--- src/rtl/mux_rr_arbiter_if.sv ---
`default_nettype none
// ============================================================================
// Module   : mux_rr_arbiter_if
// Brief    : Bundle of the four producer lanes and the single downstream
//            stream handled by mux_rr_arbiter. The master modport is the
//            arbiter side; the slave modport is the producers/consumer side.
// Revision : 1.0 - initial release
// ============================================================================
interface mux_rr_arbiter_if #(
  parameter int W = 8
);
  logic [3:0]     req;
  logic [4*W-1:0] data;
  logic [3:0]     gnt;
  logic [1:0]     sel;
  logic [W-1:0]   dout;
  logic           dout_valid;
  logic           dout_ready;
  logic [3:0]     ack;

  modport master (
    input  req,
    input  data,
    input  dout_ready,
    output gnt,
    output sel,
    output dout,
    output dout_valid,
    output ack
  );

  modport slave (
    output req,
    output data,
    output dout_ready,
    input  gnt,
    input  sel,
    input  dout,
    input  dout_valid,
    input  ack
  );
endinterface
`default_nettype wire

--- src/rtl/mux_rr_arbiter.sv ---
`default_nettype none
// ============================================================================
// Module   : mux_rr_arbiter
// Brief    : Round-robin arbiter/sequencer for a 4-input word mux. Grants one
//            lane at a time, drives the mux select and forwards that lane's
//            words over a valid/ready handshake. A grant is released after
//            MAX_HOLD accepted words or when the lane drops its request.
//            Optional macro ARB_FIXED_PRIO_EN: fixed priority (lane 0
//            highest) instead of round-robin; MAX_HOLD release still applies.
// Revision : 1.0 - initial release
// ============================================================================
module mux_rr_arbiter #(
  parameter int W        = 8,
  parameter int MAX_HOLD = 4   // legal range 1..15
) (
  input  wire logic          clk,
  input  wire logic          rst_n,
  mux_rr_arbiter_if.master   bus
);

  typedef enum logic [0:0] {
    S_IDLE = 1'b0,
    S_BUSY = 1'b1
  } state_t;

  // Count value of the last word a grant may carry.
  localparam logic [3:0] C_LAST_CNT = 4'(MAX_HOLD - 1);

  state_t     r_state;
  logic [3:0] r_gnt;
  logic [1:0] r_sel;
  logic [1:0] r_ptr;
  logic [3:0] r_cnt;

  state_t     w_state_nxt;
  logic [3:0] w_gnt_nxt;
  logic [1:0] w_sel_nxt;
  logic [1:0] w_ptr_nxt;
  logic [3:0] w_cnt_nxt;

  logic       w_found;
  logic [1:0] w_pick;
  logic       w_dout_valid;
  logic       w_xfer;
  logic [W-1:0] w_lane [4];

  // Unpack the flat data bus into one word per lane.
  for (genvar gi = 0; gi < 4; gi++) begin : g_lane
    assign w_lane[gi] = bus.data[gi*W +: W];
  end

  // Stream outputs: valid only while the granted lane still requests, and
  // dout depends on registers/req/data only (never on dout_ready).
  assign w_dout_valid   = (r_state == S_BUSY) && bus.req[r_sel];
  assign w_xfer         = w_dout_valid && bus.dout_ready;
  assign bus.dout_valid = w_dout_valid;
  assign bus.dout       = w_dout_valid ? w_lane[r_sel] : '0;
  assign bus.ack        = r_gnt & {4{w_xfer}};
  assign bus.gnt        = r_gnt;
  assign bus.sel        = r_sel;

  // Pick the first requesting lane scanning ptr, ptr+1, ptr+2, ptr+3; the
  // scan runs backwards so the nearest lane to ptr is written last and wins.
  always_comb begin
    w_found = 1'b0;
    w_pick  = r_ptr;
    for (int i = 3; i >= 0; i--) begin
      if (bus.req[r_ptr + i[1:0]]) begin
        w_found = 1'b1;
        w_pick  = r_ptr + i[1:0];
      end
    end
  end

  // Next-state logic: grant from IDLE, count/release while BUSY.
  always_comb begin
    w_state_nxt = r_state;
    w_gnt_nxt   = r_gnt;
    w_sel_nxt   = r_sel;
    w_ptr_nxt   = r_ptr;
    w_cnt_nxt   = r_cnt;
    case (r_state)
      S_IDLE: begin
        if (w_found) begin
          w_state_nxt = S_BUSY;
          w_sel_nxt   = w_pick;
          w_gnt_nxt   = 4'b0001 << w_pick;
          w_cnt_nxt   = 4'd0;
        end
      end
      S_BUSY: begin
        // A dropped request or the last allowed word both end the grant;
        // sel is left alone so the mux stays put through the IDLE bubble.
        if (!bus.req[r_sel] || (w_xfer && (r_cnt == C_LAST_CNT))) begin
          w_state_nxt = S_IDLE;
          w_gnt_nxt   = 4'b0000;
          w_cnt_nxt   = 4'd0;
`ifdef ARB_FIXED_PRIO_EN
          w_ptr_nxt   = 2'd0;
`else
          w_ptr_nxt   = r_sel + 2'd1;
`endif
        end else if (w_xfer) begin
          w_cnt_nxt   = r_cnt + 4'd1;
        end
      end
      default: begin
        w_state_nxt = S_IDLE;
        w_gnt_nxt   = 4'b0000;
        w_cnt_nxt   = 4'd0;
      end
    endcase
  end

  // State registers; reset aborts any in-flight word without acknowledging it.
  always_ff @(posedge clk or negedge rst_n) begin
    if (!rst_n) begin
      r_state <= S_IDLE;
      r_gnt   <= 4'b0000;
      r_sel   <= 2'd0;
      r_ptr   <= 2'd0;
      r_cnt   <= 4'd0;
    end else begin
      r_state <= w_state_nxt;
      r_gnt   <= w_gnt_nxt;
      r_sel   <= w_sel_nxt;
      r_ptr   <= w_ptr_nxt;
      r_cnt   <= w_cnt_nxt;
    end
  end

endmodule
`default_nettype wire

--- src/flat_wrapper.sv ---
// flat-port wrapper written by rule: the top's interface ports become plain ports
module mux_rr_arbiter_flat 
#(
  parameter int W        = 8,
  parameter int MAX_HOLD = 4                       
)
  (clk, rst_n, bus_req, bus_data, bus_dout_ready, bus_gnt, bus_sel, bus_dout, bus_dout_valid, bus_ack);
  mux_rr_arbiter_if #(.W(W)) bus_i ();
  input  wire logic clk;
  input  wire logic rst_n;
  input wire logic [$bits(bus_i.req)-1:0] bus_req;
  input wire logic [$bits(bus_i.data)-1:0] bus_data;
  input wire logic [$bits(bus_i.dout_ready)-1:0] bus_dout_ready;
  output wire logic [$bits(bus_i.gnt)-1:0] bus_gnt;
  output wire logic [$bits(bus_i.sel)-1:0] bus_sel;
  output wire logic [$bits(bus_i.dout)-1:0] bus_dout;
  output wire logic [$bits(bus_i.dout_valid)-1:0] bus_dout_valid;
  output wire logic [$bits(bus_i.ack)-1:0] bus_ack;
  assign bus_i.req = bus_req;
  assign bus_i.data = bus_data;
  assign bus_i.dout_ready = bus_dout_ready;
  assign bus_gnt = bus_i.gnt;
  assign bus_sel = bus_i.sel;
  assign bus_dout = bus_i.dout;
  assign bus_dout_valid = bus_i.dout_valid;
  assign bus_ack = bus_i.ack;
  mux_rr_arbiter #(.W(W), .MAX_HOLD(MAX_HOLD)) u_core (.clk(clk), .rst_n(rst_n), .bus(bus_i));
endmodule
--- config.mk ---
export PLATFORM = sky130hd
export DESIGN_NAME = mux_rr_arbiter_flat
export DESIGN_NICKNAME = d
export VERILOG_FILES = /design/src/rtl/mux_rr_arbiter_if.sv /design/src/rtl/mux_rr_arbiter.sv /design/src/flat_wrapper.sv
export SDC_FILE = /design/constraint.sdc
export NUM_CORES = 1
export LEC_CHECK = 0
export CORE_MARGIN = 4
export CORE_UTILIZATION = 41
export DETAILED_ROUTE_END_ITERATION = 6
export GPL_TIMING_DRIVEN = 0
export PLACE_DENSITY_LB_ADDON = 0.15
export RECOVER_POWER = 100
export SLEW_MARGIN = 10
export SYNTH_ARGS = -nofsm -noshare
export SYNTH_HDL_FRONTEND = slang
export SYNTH_SLANG_ARGS = --single-unit
--- constraint.sdc ---
create_clock -name clk -period 4.8 [get_ports clk]
set_clock_uncertainty 0.1 [all_clocks]
set_input_delay 0.72 -clock clk [delete_from_list [all_inputs] [get_ports clk]]
set_output_delay 0.72 -clock clk [all_outputs]
set_load 0.05 [all_outputs]
==> impl_metrics.csv <==
group,metric,value,unit
routing,wl_per_cell,16.7,um
yosys,synth_compound_gate_area_share,18.3,%
grt,grt_max_degree,14,
yosys,synth_ff_type,"dfrtp_1",
routing,detail-route-antenna-nets,0,
critical_path,worstPathCellList,"dlygate4sd3_1, mux2i_1, o22a_2, inv_2, buf_2, and3_1, dlygate4sd3_1",
critical_path,worst_path_max_delay_cell,"dlygate4sd3_1",
clocking,htreeDepth,1,
sta,post-route-min-period,4.01,ns
critical_path,critPathMaxStageDelay,0.87,ns
sta,finalSetupTns,0,ns
flow_run,maxCapViolCount,0,
clocking,clk_transition_reported_paths,0.09,ns
pwr,power.density,591,nW/um2
routing,vias,1054,
critical_path,cp.arrival,3.19,ns
yosys,synth_top_family_by_area,"multiplexers",
floorplan,die_x,58.8,um
pwr,vdd_drop_max,0.409,mV
hold_path,min_path_cells,1,
routing,drc,0,
yosys,muxShareOfSynthArea,24.9,%
yosys,netlist.area_leader.share,30.8,%
final_layout,nFillCells,216,
sta,rsz0062_at_grt,"false",
critical_path,critPathLaunchType,"input port",
clocking,clk_latency,0.29,ns
clocking,post_cts_buffers,0,
routing,routed_via_density,5.58,
yosys,synth_area_leader_cell,"dfrtp_1",
floorplan,die_area,3460,um2
sta,slew_violations,0,
final_layout,area_delta_synth_final,58.5,%
pwr,leakage,0.717,nW
clocking,numClockSinks,13,
critical_path,critPathMaxFanout,10,
clocking,tritoncts,"built",
final_layout,diodes,0,
floorplan,io_pins,58,
placement,place_congestion,0.842,
routing,dr.pass1.iters,4,
clocking,clockRootBuffer,"clkbuf_4",
grt,antenna_found_initial,0,
sta,max_freq,249,MHz
yosys,synth_fa_ha_area_share,1.18,%
yosys,yosys_warnings,0,
routing,wirelength,3160,um
sta,min_period_over_period,83.5,%
critical_path,end_kind,"output port",
floorplan,start_util,42.7,%
run_status,run_status,"finished, final reports clean",
sta,hold_violations,0,
critical_path,path_class,"in -> out",
grt,grt_pass1_vias,1080,
grt,grt_usage,18.7,%
floorplan,row_count,18,
yosys,synthTopCellsByArea,"dfrtp_1 31%, mux4_2 17%, and2_1 4.7%",
placement,dp_hpwl,2630,um
clocking,cts_hold_buffers,0,
yosys,synth.yosys.seq_area_share,30.8,%
final_layout,drive_gt1_share,12.6,%
final_layout,final_nets,200,
yosys,syn_area_per_cell,10.8,um2
sta,setup_viol,0,
yosys,async_flop_share,100,%
routing,drtIter0Drc,33,
sta,worstMarginPinSlew,0.609,ns
floorplan,core,2480,um2
yosys,synth_most_common_cell,"dfrtp_1",
floorplan,die_h,58.8,um
placement,portBuffers,57,
grt,overflow,0,
hold_path,hold_class,"reg -> reg",
critical_path,ff2ff_path_depth,5,
yosys,syn_nets,138,
critical_path,critPathRequiredTime,3.98,ns
yosys,synthesis.area,1060,um2
yosys,ys_types,43,
sta,relSlewSlack,59.3,%
yosys,synth-simple-area-share,21.1,%
clocking,cts.path.max_buffers,2,
yosys,synth-seq-cells,13,
clocking,numCtsBuffers,3,
yosys,synthTopCellsByCount,"13 x dfrtp_1, 8 x and2_1, 8 x mux4_2",
grt,grt_pass1_wl,4860,um
sta,whs,0.409,ns
critical_path,path_common_cell,"dlygate4sd3_1",
yosys,synth_edf_count,0,
yosys,synthXorXnorAreaFrac,0.828,%
clocking,postCtsResizedCells,0,
yosys,synthCells,98,
-- metrics by stage --
step	std cells	utilization (%)	setup WS [ns]	total power [mW]	cell area, um2
CTS	189	68.3	0.897	1.04	1690
finish	189	67.6	0.791	0.990	1680
floorplan	98	-	1.90	0.735	1060
global placement	185	67.2	0.964	0.951	1670
detailed placement	185	67.2	0.885	0.969	1670
global route	189	67.6	0.686	1.05	1680
-- layout by cell type (no fill, tap or decap), types with 2 or more instances in the layout --
master	instances
clkdlybuf4s50_1	36
dlygate4sd3_1	21
dfrtp_1	13
mux4_2	8
and2_1	8
o21ai_0	7
and3_1	6
nor2b_1	4
mux2i_1	3
nand2_1	3
nor2_1	3
clkbuf_4	3
clkbuf_1	2
nand2b_1	2
mux2_1	2
o31ai_1	2
nand3b_1	2
a22o_1	2
o2bb2ai_1	2
mux2_2	2
or3_1	2
a21oi_1	2
-- power by group --
part           switching (mW)  total, mW  internal [mW]
Combinational           0.443      0.732          0.289
Sequential             0.0329      0.184          0.152
Clock                  0.0424     0.0735         0.0310
Total                   0.518      0.990          0.472
-- routing by layer --
| layer | global-route usage [%] | wire [um] | part of all wire, % |
|---|---|---|---|
| met1 | 21.6 | 1200 | 38 |
| met4 | 5.83 | 66 | 2.1 |
| met2 | 33.4 | 1790 | 57 |
| met3 | 4.82 | 105 | 3.3 |
| met5 | 0 | 0 | 0 |
-- state kept, by name, summed over array words and instances, names as in the netlist --
register and cells:
u_core.bus.gnt 4, u_core.bus.sel 2, u_core.r_cnt 4, u_core.r_ptr 2, u_core.r_state 1
-- final cells by class --
class | instances | area (um2) | share of cell area [%]
Tap cell | 30 | 37.5 | 2.24
Clock inverter | 1 | 5.00 | 0.299
Buffer | 5 | 23.8 | 1.42
Inverter | 2 | 7.51 | 0.448
Timing Repair Buffer | 57 | 571 | 34.1
Sequential cell | 13 | 325 | 19.4
Clock buffer | 3 | 22.5 | 1.34
Multi-Input combinational cell | 78 | 683 | 40.8
-- logic make-up after synthesis --
group	Yosys count
XOR/XNOR	1
buffers and inverters	7
AO/OA/AOI/OAI	25
multiplexers	15
flip-flops	13
AND/OR/NAND/NOR	36
adder cells (fa/ha/maj)	1
-- path summary, 6_finish.rpt --
check,start,end,slack (ns)
worst min register to register,u_core.bus.gnt[1],u_core.bus.gnt[1],0.41
max in group asynchronous,rst_n,u_core.r_state,3.44
min in group asynchronous,rst_n,u_core.bus.gnt[2],0.77
worst min-delay path,u_core.bus.gnt[1],u_core.bus.gnt[1],0.41
worst max register to register,u_core.r_state,u_core.bus.gnt[3],2.97
worst max-delay path,bus_req[3],bus_ack[1],0.79
-- critical path, delay by kind of cell --
| family | cells | cell delay, ns |
|---|---|---|
| AND/OR/NAND/NOR | 1 | 0.16 |
| multiplexers | 1 | 0.17 |
| AO/OA/AOI/OAI | 1 | 0.30 |
| buffers and inverters | 4 | 1.83 |
No activity file was read; power rests on OpenSTA's default activity.
